### src/rtl/ulbf_data_seq_pkg.sv
// Shared types and constants for the ulbf_data run sequencer.
package ulbf_data_seq_pkg;

  typedef enum logic [2:0] {
    ST_IDLE   = 3'd0,
    ST_LOAD   = 3'd1,
    ST_RESET  = 3'd2,
    ST_SETTLE = 3'd3,
    ST_RUN    = 3'd4,
    ST_FINISH = 3'd5
  } seq_state_e;

  localparam int RUN_COUNT_W = 16;
  localparam int TIMEOUT_W   = 32;

  localparam int DEF_NUM_CH = 4;
  localparam int DEF_CNT_W  = 12;
  localparam int DEF_ADDR_W = 16;

endpackage

### src/rtl/ulbf_data_seq_tmr.sv
// Loadable down-counter with a zero flag; holds at zero once expired.
module ulbf_data_seq_tmr #(
  parameter int WIDTH = 8
) (
  input  logic             clk,
  input  logic             rst_n,
  input  logic             load,
  input  logic [WIDTH-1:0] load_val,
  input  logic             dec,
  output logic             zero
);

  logic [WIDTH-1:0] count_q;

  always_ff @(posedge clk or negedge rst_n) begin
    if (!rst_n) begin
      count_q <= '0;
    end else if (load) begin
      count_q <= load_val;
    end else if (dec && (count_q != '0)) begin
      count_q <= count_q - 1'b1;
    end
  end

  assign zero = (count_q == '0);

endmodule

### src/rtl/ulbf_data_seq_ctrl.sv
// Run sequencer for the ulbf_data playback channels: shadow config, channel
// reset/settle, go/done handshake and looping. Optional ULBF_SEQ_TIMEOUT_EN.
module ulbf_data_seq_ctrl
  import ulbf_data_seq_pkg::*;
#(
  parameter int NUM_CH        = DEF_NUM_CH,
  parameter int CNT_W         = DEF_CNT_W,
  parameter int ADDR_W        = DEF_ADDR_W,
  parameter int RST_CYCLES    = 8,
  parameter int SETTLE_CYCLES = 6
) (
  input  logic                   m_axis_clk,
  input  logic                   m_axis_rst_n,
  input  logic                   start,
  input  logic                   stop,
  input  logic [CNT_W-1:0]       cfg_block_size,
  input  logic [CNT_W-1:0]       cfg_niter,
  input  logic [ADDR_W-1:0]      cfg_rollover_addr,
  input  logic [NUM_CH-1:0]      cfg_ch_en,
  input  logic                   cfg_loop,
  input  logic [NUM_CH-1:0]      ch_done,
`ifdef ULBF_SEQ_TIMEOUT_EN
  input  logic [TIMEOUT_W-1:0]   cfg_timeout,
  output logic                   err_timeout,
`endif
  output logic [NUM_CH-1:0]      ch_go,
  output logic                   ch_rst,
  output logic [CNT_W-1:0]       block_size,
  output logic [CNT_W-1:0]       niter,
  output logic [ADDR_W-1:0]      rollover_addr,
  output logic                   busy,
  output logic                   run_done,
  output logic [RUN_COUNT_W-1:0] run_count,
  output logic                   err_cfg
);

  localparam int DWELL_MAX = (RST_CYCLES > SETTLE_CYCLES) ? RST_CYCLES : SETTLE_CYCLES;
  localparam int DWELL_W   = $clog2(DWELL_MAX + 1);
  localparam logic [DWELL_W-1:0] RST_LD    = DWELL_W'(RST_CYCLES - 1);
  localparam logic [DWELL_W-1:0] SETTLE_LD = DWELL_W'(SETTLE_CYCLES - 1);

  seq_state_e         state_q, state_d;
  logic [NUM_CH-1:0]  ch_en_q;
  logic               latch_cfg, err_set, err_clr;
  logic               dwell_load, dwell_dec, dwell_zero;
  logic [DWELL_W-1:0] dwell_val;
  logic               cfg_bad, en_done_any, en_done_all;

  assign cfg_bad     = (cfg_block_size == '0) || (cfg_rollover_addr == '0) || (cfg_ch_en == '0);
  assign en_done_any = ((ch_done & ch_en_q) != '0);
  assign en_done_all = ((ch_done & ch_en_q) == ch_en_q);

`ifdef ULBF_SEQ_TIMEOUT_EN
  logic tmo_load, tmo_zero, tmo_hit, tmo_set, tmo_clr;

  assign tmo_load = (state_q == ST_SETTLE) && (state_d == ST_RUN);
  assign tmo_hit  = (cfg_timeout != '0) && tmo_zero;

  ulbf_data_seq_tmr #(.WIDTH(TIMEOUT_W)) u_tmo_tmr (
    .clk      (m_axis_clk),
    .rst_n    (m_axis_rst_n),
    .load     (tmo_load),
    .load_val (cfg_timeout - 32'd1),
    .dec      (state_q == ST_RUN),
    .zero     (tmo_zero)
  );
`endif

  ulbf_data_seq_tmr #(.WIDTH(DWELL_W)) u_dwell_tmr (
    .clk      (m_axis_clk),
    .rst_n    (m_axis_rst_n),
    .load     (dwell_load),
    .load_val (dwell_val),
    .dec      (dwell_dec),
    .zero     (dwell_zero)
  );

  always_comb begin
    state_d    = state_q;
    latch_cfg  = 1'b0;
    err_set    = 1'b0;
    err_clr    = 1'b0;
    dwell_load = 1'b0;
    dwell_val  = RST_LD;
    dwell_dec  = 1'b0;
`ifdef ULBF_SEQ_TIMEOUT_EN
    tmo_set    = 1'b0;
    tmo_clr    = 1'b0;
`endif
    unique case (state_q)
      ST_IDLE: begin
        if (start && !stop) begin
          state_d = ST_LOAD;
`ifdef ULBF_SEQ_TIMEOUT_EN
          tmo_clr = 1'b1;
`endif
        end
      end
      ST_LOAD: begin
        latch_cfg = 1'b1;
        if (cfg_bad) begin
          err_set = 1'b1;
          state_d = ST_IDLE;
        end else begin
          err_clr    = 1'b1;
          dwell_load = 1'b1;
          state_d    = ST_RESET;
        end
      end
      ST_RESET: begin
        if (stop) begin
          state_d = ST_IDLE;
        end else if (dwell_zero) begin
          dwell_load = 1'b1;
          dwell_val  = SETTLE_LD;
          state_d    = ST_SETTLE;
        end else begin
          dwell_dec = 1'b1;
        end
      end
      ST_SETTLE: begin
        // Stale done from the previous run must clear before go is raised.
        if (stop) begin
          state_d = ST_IDLE;
        end else if (dwell_zero && !en_done_any) begin
          state_d = ST_RUN;
        end else begin
          dwell_dec = 1'b1;
        end
      end
      ST_RUN: begin
        if (stop) begin
          state_d = ST_IDLE;
        end else if (en_done_all) begin
          state_d = ST_FINISH;
        end
`ifdef ULBF_SEQ_TIMEOUT_EN
        else if (tmo_hit) begin
          tmo_set = 1'b1;
          state_d = ST_IDLE;
        end
`endif
      end
      ST_FINISH: begin
        if (cfg_loop && !stop) begin
          dwell_load = 1'b1;
          state_d    = ST_RESET;
        end else begin
          state_d = ST_IDLE;
        end
      end
      default: state_d = ST_IDLE;
    endcase
  end

  // Outputs are registered from the next state so they line up with state_q.
  always_ff @(posedge m_axis_clk or negedge m_axis_rst_n) begin
    if (!m_axis_rst_n) begin
      state_q       <= ST_IDLE;
      ch_en_q       <= '0;
      ch_go         <= '0;
      ch_rst        <= 1'b1;
      block_size    <= '0;
      niter         <= '0;
      rollover_addr <= '0;
      busy          <= 1'b0;
      run_done      <= 1'b0;
      run_count     <= '0;
      err_cfg       <= 1'b0;
    end else begin
      state_q  <= state_d;
      ch_go    <= (state_d == ST_RUN) ? ch_en_q : '0;
      ch_rst   <= (state_d == ST_IDLE) || (state_d == ST_LOAD) || (state_d == ST_RESET);
      busy     <= (state_d != ST_IDLE);
      run_done <= (state_d == ST_FINISH);
      if ((state_d == ST_FINISH) && (run_count != '1)) begin
        run_count <= run_count + 1'b1;
      end
      if (latch_cfg) begin
        block_size    <= cfg_block_size;
        niter         <= cfg_niter;
        rollover_addr <= cfg_rollover_addr;
        ch_en_q       <= cfg_ch_en;
      end
      if (err_set) begin
        err_cfg <= 1'b1;
      end else if (err_clr) begin
        err_cfg <= 1'b0;
      end
    end
  end

`ifdef ULBF_SEQ_TIMEOUT_EN
  always_ff @(posedge m_axis_clk or negedge m_axis_rst_n) begin
    if (!m_axis_rst_n) begin
      err_timeout <= 1'b0;
    end else if (tmo_set) begin
      err_timeout <= 1'b1;
    end else if (tmo_clr) begin
      err_timeout <= 1'b0;
    end
  end
`endif

endmodule

### config.mk
export PLATFORM = sky130hd
export DESIGN_NAME = ulbf_data_seq_ctrl
export DESIGN_NICKNAME = d
export VERILOG_FILES = /design/src/rtl/ulbf_data_seq_pkg.sv /design/src/rtl/ulbf_data_seq_tmr.sv /design/src/rtl/ulbf_data_seq_ctrl.sv
export SDC_FILE = /design/constraint.sdc
export NUM_CORES = 1
export LEC_CHECK = 0
export ABC_AREA = 1
export CAP_MARGIN = 20
export CORE_ASPECT_RATIO = 1.25
export CORE_MARGIN = 8
export CORE_UTILIZATION = 40
export DETAILED_ROUTE_END_ITERATION = 8
export PLACE_DENSITY = 0.74
export SLEW_MARGIN = 20
export SYNTH_ARGS = -nofsm -noshare
export SYNTH_HDL_FRONTEND = slang
export SYNTH_SLANG_ARGS = --single-unit
### constraint.sdc
create_clock -name m_axis_clk -period 1.6 [get_ports m_axis_clk]
set_clock_uncertainty 0.15 [all_clocks]
set_input_delay 0.24 -clock m_axis_clk [delete_from_list [all_inputs] [get_ports m_axis_clk]]
set_output_delay 0.24 -clock m_axis_clk [all_outputs]
set_load 0.03 [all_outputs]
== Yosys cells after proc, flatten, opt, wreduce, memory -nomap -nowiden ==
Index checks and enable logic that the tools add are counted.
W data, S select, Z words.

* Add/subtract/negate cells: 2
* Eq/ne operators: 11
* Multiplexer cells: 32
* Bitwise logic cells: 1
* Reductions and logical operators: 22

{| class="wikitable"
|+ Operator list
! cell !! number
|-
| $mux W3 || 7
|-
| $pmux W3 S6 || 1
|-
| $add A16 B1 Y16 const B || 1
|-
| $logic_not A16 Y1 || 1
|-
| $ne A16 B16 Y1 const B || 1
|-
| $mux W1 || 14
|-
| $eq A3 B3 Y1 const B || 4
|-
| $logic_not A12 Y1 || 1
|-
| $mux W4 || 3
|-
| $mux W2 || 5
|-
| $eq A3 B2 Y1 const B || 3
|-
| $logic_not A4 Y1 || 2
|-
| $reduce_bool A4 Y1 || 2
|-
| $eq A3 B1 Y1 const B || 2
|-
| $logic_not A3 Y1 || 2
|-
| $logic_and A1 B1 Y1 || 5
|-
| $and A4 B4 Y4 || 1
|-
| $eq A4 B4 Y1 || 1
|-
| $logic_or A1 B1 Y1 || 4
|-
| $reduce_bool A2 Y1 || 2
|-
| $sub A4 B1 Y4 const B || 1
|-
| $pmux W1 S3 || 1
|-
| $reduce_bool A3 Y1 || 1
|-
| $logic_not A1 Y1 || 2
|-
| $pmux W1 S2 || 1
|}

* Bits in registers: 75
* Input bits: 53
* Output and inout port bits: 64
* Logic and storage cells: 80

== Depth between registers and ports, before layout ==
Gate-level depths: netlist (run 1).

* Depth in word-level cells: 10
* Mapped depth: 11
* Mapped depth without buffers: 11

== Cells and area by module ==
Synthesis (run 1) repeated with hierarchy kept, for this count alone.

* Cell total of the unflattened synthesis: 463
* Area total of the unflattened synthesis: 3,672.3 um2

{| class="wikitable"
|+ By module, submodules not included
! module !! instances !! cells each !! area each (um2) !! seq. area each (um2)
|-
| ulbf_data_seq_ctrl || 1 || 417 || 3,377.0 || 1,778.0
|-
| ulbf_data_seq_tmr || 1 || 46 || 295.3 || 100.1
|}

== Worst setup path after synthesis (run 1) ==
No wires, ideal clock.

* Path kind: register -> register
* From: reg run_count[0]
* To: reg run_count[3]
* Setup time: 117 ps
* Arrival: 1,583 ps
* Data required time: 1,333 ps
* Path slack: -250 ps
* Stages on the path, launching flop included: 10
* Path buffers: 1
* Clock period less this slack: 1,850 ps
* Cell sequence: dfrtp_1 ha_1 nand3_2 nor2_4 nand4_1 nand3_2 inv_2 buf_6 nand2_1 nand2_1

* Longest elaborated chain between the ends: 2
* Elaborated cells between the ends (all ways): 3
* Those cells by class: add/sub: 1; eq/ne: 1; reduce/logical: 1

{| class="wikitable"
|+ RTL lines
! item !! line !! text
|-
| start: declaration || ulbf_data_seq_ctrl.sv:33 || <nowiki>output logic [RUN_COUNT_W-1:0] run_count,</nowiki>
|-
| start signal: assignment || ulbf_data_seq_ctrl.sv:177 || <nowiki>run_count <= run_count + 1'b1;</nowiki>
|-
| branches (longest 2 deep; another with $add A16 B1 Y16) || -- ||
|}

Parallel ways; which one is timed is not known.
A chain may end at the register's enable or synchronous reset.

== Worst setup path in the final report (run 1) ==
* From: reg ch_en_q[3]
* To: reg run_count[15]

* Longest elaborated chain between the ends: 9
* Elaborated cells between the ends (all ways): 12
* Those cells by class: eq/ne: 2; mux: 5; bitwise: 1; reduce/logical: 4

{| class="wikitable"
|+ RTL lines
! item !! line !! text
|-
| start: declaration || ulbf_data_seq_ctrl.sv:43 || <nowiki>logic [NUM_CH-1:0] ch_en_q;</nowiki>
|-
| start signal: assignment || ulbf_data_seq_ctrl.sv:183 || <nowiki>ch_en_q <= cfg_ch_en;</nowiki>
|-
| $and A4 B4 Y4 || ulbf_data_seq_ctrl.sv:50, ulbf_data_seq_ctrl.sv:51 ||
|-
| $reduce_bool A4 Y1 || ulbf_data_seq_ctrl.sv:50 || <nowiki>assign en_done_any = ((ch_done & ch_en_q) != '0);</nowiki>
|-
| $logic_not A1 Y1 || ulbf_data_seq_ctrl.sv:125 || <nowiki>end else if (dwell_zero && !en_done_any) begin</nowiki>
|-
| $logic_and A1 B1 Y1 || ulbf_data_seq_ctrl.sv:125 ||
|-
| $mux W3 || ulbf_data_seq_ctrl.sv:125 ||
|-
| $mux W3 || ulbf_data_seq_ctrl.sv:123 || <nowiki>if (stop) begin</nowiki>
|-
| $pmux W3 S6 (*) || ulbf_data_seq_ctrl.sv:90 || <nowiki>unique case (state_q)</nowiki>
|-
| $eq A3 B3 Y1 (*) || ulbf_data_seq_ctrl.sv:176 || <nowiki>if ((state_d == ST_FINISH) && (run_count != '1)) begin</nowiki>
|-
| $logic_and A1 B1 Y1 (*) || ulbf_data_seq_ctrl.sv:176 ||
|}

Every way passes the cells marked *; elsewhere a longest branch is shown, timed or not.

==> impl_metrics.json, run 1 <==
{
  "wire_per_inst_microns": 14.00,
  "path_cells": "nand2_1 > nand4_1 > a21oi_2 > nand3_4 > buf_6 > nand2_2 > o21ai_1",
  "maxCapViolCount": 0,
  "seq_area_frac_synth_pct": 53.59,
  "start_kind": "register",
  "slew_headroom_pct": 75.48,
  "outcome": "finished, violations left",
  "cp.required_ns": 1.67,
  "grt_max_degree": 45,
  "die_w_microns": 99.72,
  "clkSinkCount": 75,
  "power_mw": 7.989,
  "grt_pass1_vias": 3548,
  "drive_above_1_share_pct": 22.29,
  "root_buffer": "clkbuf_8",
  "drc_errors": 0,
  "fp-row-count": 38,
  "yosysWarnings": 0,
  "syn_area_sq_um": 3505,
  "finalCriticalPeriod_ns": 1.674,
  "synthAdderAreaFrac_pct": 0.7140,
  "synth_top_family_by_area": "simple AND/OR/NAND/NOR gates",
  "setup_total_negative_slack_ns": -0.8486,
  "clk_pin_slew_ns": 0.08,
  "initial_utilization_pct": 40.72,
  "rsz0062_at_grt": "true",
  "min_period_over_period_pct": 104.6,
  "yosys.area_share.simple_pct": 31.99,
  "multiInputGateArea_sq_um": 1583,
  "min-delay-path-class": "primary input to async pin",
  "n_antenna_cell": 0,
  "antenna_found_initial": 0,
  "finalSetupViolCount": 17,
  "cp_top_family": "simple AND/OR/NAND/NOR gates",
  "finalWirelength_microns": 10350,
  "num-nets-final": 669,
  "max_freq_mhz": 597.4,
  "core_area_sq_um": 8606,
  "synth-seq-cells": 75,
  "p_leak_nw": 2.870,
  "final_area_sq_um": 5512,
  "clockBufferDepth": 2,
  "grt_pass1_wl_microns": 16680,
  "syn_nets": 502,
  "worst_pin_slew_ns": 0.3693,
  "cts_buffers": 9,
  "die_y_microns": 120.7,
  "synth_xor_area_share_pct": 3.749,
  "synth_cells": 447,
  "setup_slack_ns": -0.07379,
  "arrival_ns": 1.74,
  "layout_commonest_cell": "nand2_1",
  "crit_type": "register to register",
  "nFillCells": 757,
  "dieArea_sq_um": 12030,
  "seqCellArea_sq_um": 1884,
  "violations": "setup timing",
  "cts_tree": "built",
  "pre_cts_ws_ns": -0.4365,
  "mostFrequentLayoutCells": "nand2_1, dfrtp_1, clkdlybuf4s50_1, dlygate4sd2_1, buf_4",
  "ant_nets": 0,
  "clkLatencyLatePin_ns": 0.34,
  "worst-path-buf-inv": 1,
  "grt_overflow_total": 0,
  "drt_iter0_markers": 128,
  "io-pin-count": 117,
  "fin_util_pct": 64.04,
  "io_buffers": 116,
  "crit_path_max_incr_delay_ns": 0.41,
  "place_congestion": 0.8633,
  "crit_slowest_cell": "dfrtp_1",
  "ys_types": 26,
  "slew_viol_final": 0,
  "synth.avg_cell_area_sq_um": 7.840,
  "dr.pass1.iters": 4,
  "powerDensity_nw_per_um2": 1449,
  "dp_hpwl_microns": 7725,
  "drt-vias-per-instance": 4.673,
  "syn2layout_area_growth_pct": 57.27,
  "ir_worst_vdd_v": 0.0009088,
  "place_area_sq_um": 5102,
  "h-tree-depth": 3,
  "grt.total_usage_pct": 17.14,
  "synth_compound_area_share_pct": 3.177,
  "num_vias": 3453,
  "synth_mux_area_share_pct": 0,
  "critPathCaptureType": "register",
  "cp_max_fo": 6,
  "hold_viol_final": 0
}
per-stage QoR:
| stage | hold slack (ns) | cells |
|---|---|---|
| 4_1_cts | 0.2462 | 732 |
| 5_1_grt | 0.2723 | 739 |
| 3_3_place_gp | 0.07107 | 710 |
| 3_5_place_dp | 0.07022 | 710 |
| 2_1_floorplan | -0.2056 | 447 |
| 6_report | 0.2562 | 739 |
what timing repair did:
| action | in CTS | in global routing |
|---|---|---|
| gates cloned | 1 | 0 |
| hold buffers | 1 | 0 |
| resized for setup | 110 | 51 |
| setup buffers | 5 | 7 |
| pin swaps | 16 | 19 |
| endpoints found under the hold margin | 75 | 0 |
| endpoints found under the setup margin | 87 | 65 |
flip-flops by register name, indices dropped and copies added (netlist names):
register and count:
ch_en_q 4, err_cfg 1, u_dwell_tmr.count_q 4, rollover_addr 16
run_done 1, state_q 3, niter 12, run_count 16
block_size 12, ch_go 4, busy 1, ch_rst 1
routing by layer:
| layer | GRT usage (%) | up-vias | wire length (microns) |
|---|---|---|---|
| li1 | - | 1702 | - |
| met1 | 18.53 | 1643 | 4170 |
| met2 | 29.42 | 97 | 5191 |
| met3 | 6.958 | 11 | 834 |
| met4 | 6.167 | 0 | 151 |
| met5 | 0 | - | 0 |
synth_stat cells:
master	number	area (sq um)
a21oi_1	2	10.01
a21oi_2	1	8.760
buf_2	4	20.02
buf_4	1	7.510
buf_6	2	22.52
clkbuf_1	4	15.01
dfrtp_1	74	1852
dfstp_2	1	26.28
ha_1	2	25.02
inv_1	44	165.2
inv_2	2	7.510
nand2_1	206	773.2
nand2_2	1	6.260
nand3_1	15	75.07
nand3_2	3	30.03
nand4_1	6	37.54
nor2_1	39	146.4
nor2_2	1	6.260
nor2_4	1	11.26
nor3_1	5	25.02
nor3_2	1	10.01
o211ai_1	2	15.01
o21a_1	1	7.510
o21ai_0	14	70.07
xnor2_1	7	61.31
xor2_1	8	70.07
final cells by class:
class	instances	share of cell area [%]
inverters	46	3.269
flip-flops and latches	75	34.19
clock inverters	4	0.9081
clock buffers	12	2.633
multi-input cells	315	28.72
well taps	120	2.724
repair buffers	167	27.56
final timing paths:
check | from | to | slack, ns | cells past startpoint
setup / recovery | ch_en_q[3] | run_count[15] | -0.07 | 7
hold reg to reg | rollover_addr[9] | rollover_addr[9] | 0.33 | 2
setup reg to reg | ch_en_q[3] | run_count[15] | -0.07 | 7
max in group asynchronous | m_axis_rst_n | ch_rst | 0.76 | 3
min in group m_axis_clk | cfg_niter[11] | niter[11] | 0.28 | 3
hold / removal | m_axis_rst_n | block_size[10] | 0.26 | 3
logic make-up (layout without fill, tap and decap cells):
kind of cell,count (synthesis),count (layout)
buffers and inverters,57,229
xor gates and xnor gates,15,15
AOI/OAI and AO/OA,20,20
and+or+nand+nor,278,278
adders and majority gates,2,2
DFF,75,75
worst register-to-register path, stage by stage, from the launching register on:
cell and delay (ns):
dfrtp_1 0.41, nand2_1 0.07, nand4_1 0.21, a21oi_2 0.26, nand3_4 0.17, buf_6 0.19, nand2_2 0.05, o21ai_1 0.05
report_power, final:
group          switching [mW]  internal (mW)  total (mW)
Clock                   0.691          0.763        1.45
Combinational            2.33           1.30        3.64
Sequential              0.371           2.52        2.90
Power figures use the tool's default switching activity.
==> run 2: changes to the inputs <==
--- a/config.mk
+++ b/config.mk
@@ -11,6 +11,7 @@
 export CORE_MARGIN = 8
 export CORE_UTILIZATION = 40
 export DETAILED_ROUTE_END_ITERATION = 8
+export HOLD_SLACK_MARGIN = 0.03
 export PLACE_DENSITY = 0.74
 export SLEW_MARGIN = 20
 export SYNTH_ARGS = -nofsm -noshare
==> results of run 2 <==
Final layout, timing and power as in run 1 (identical DEF).
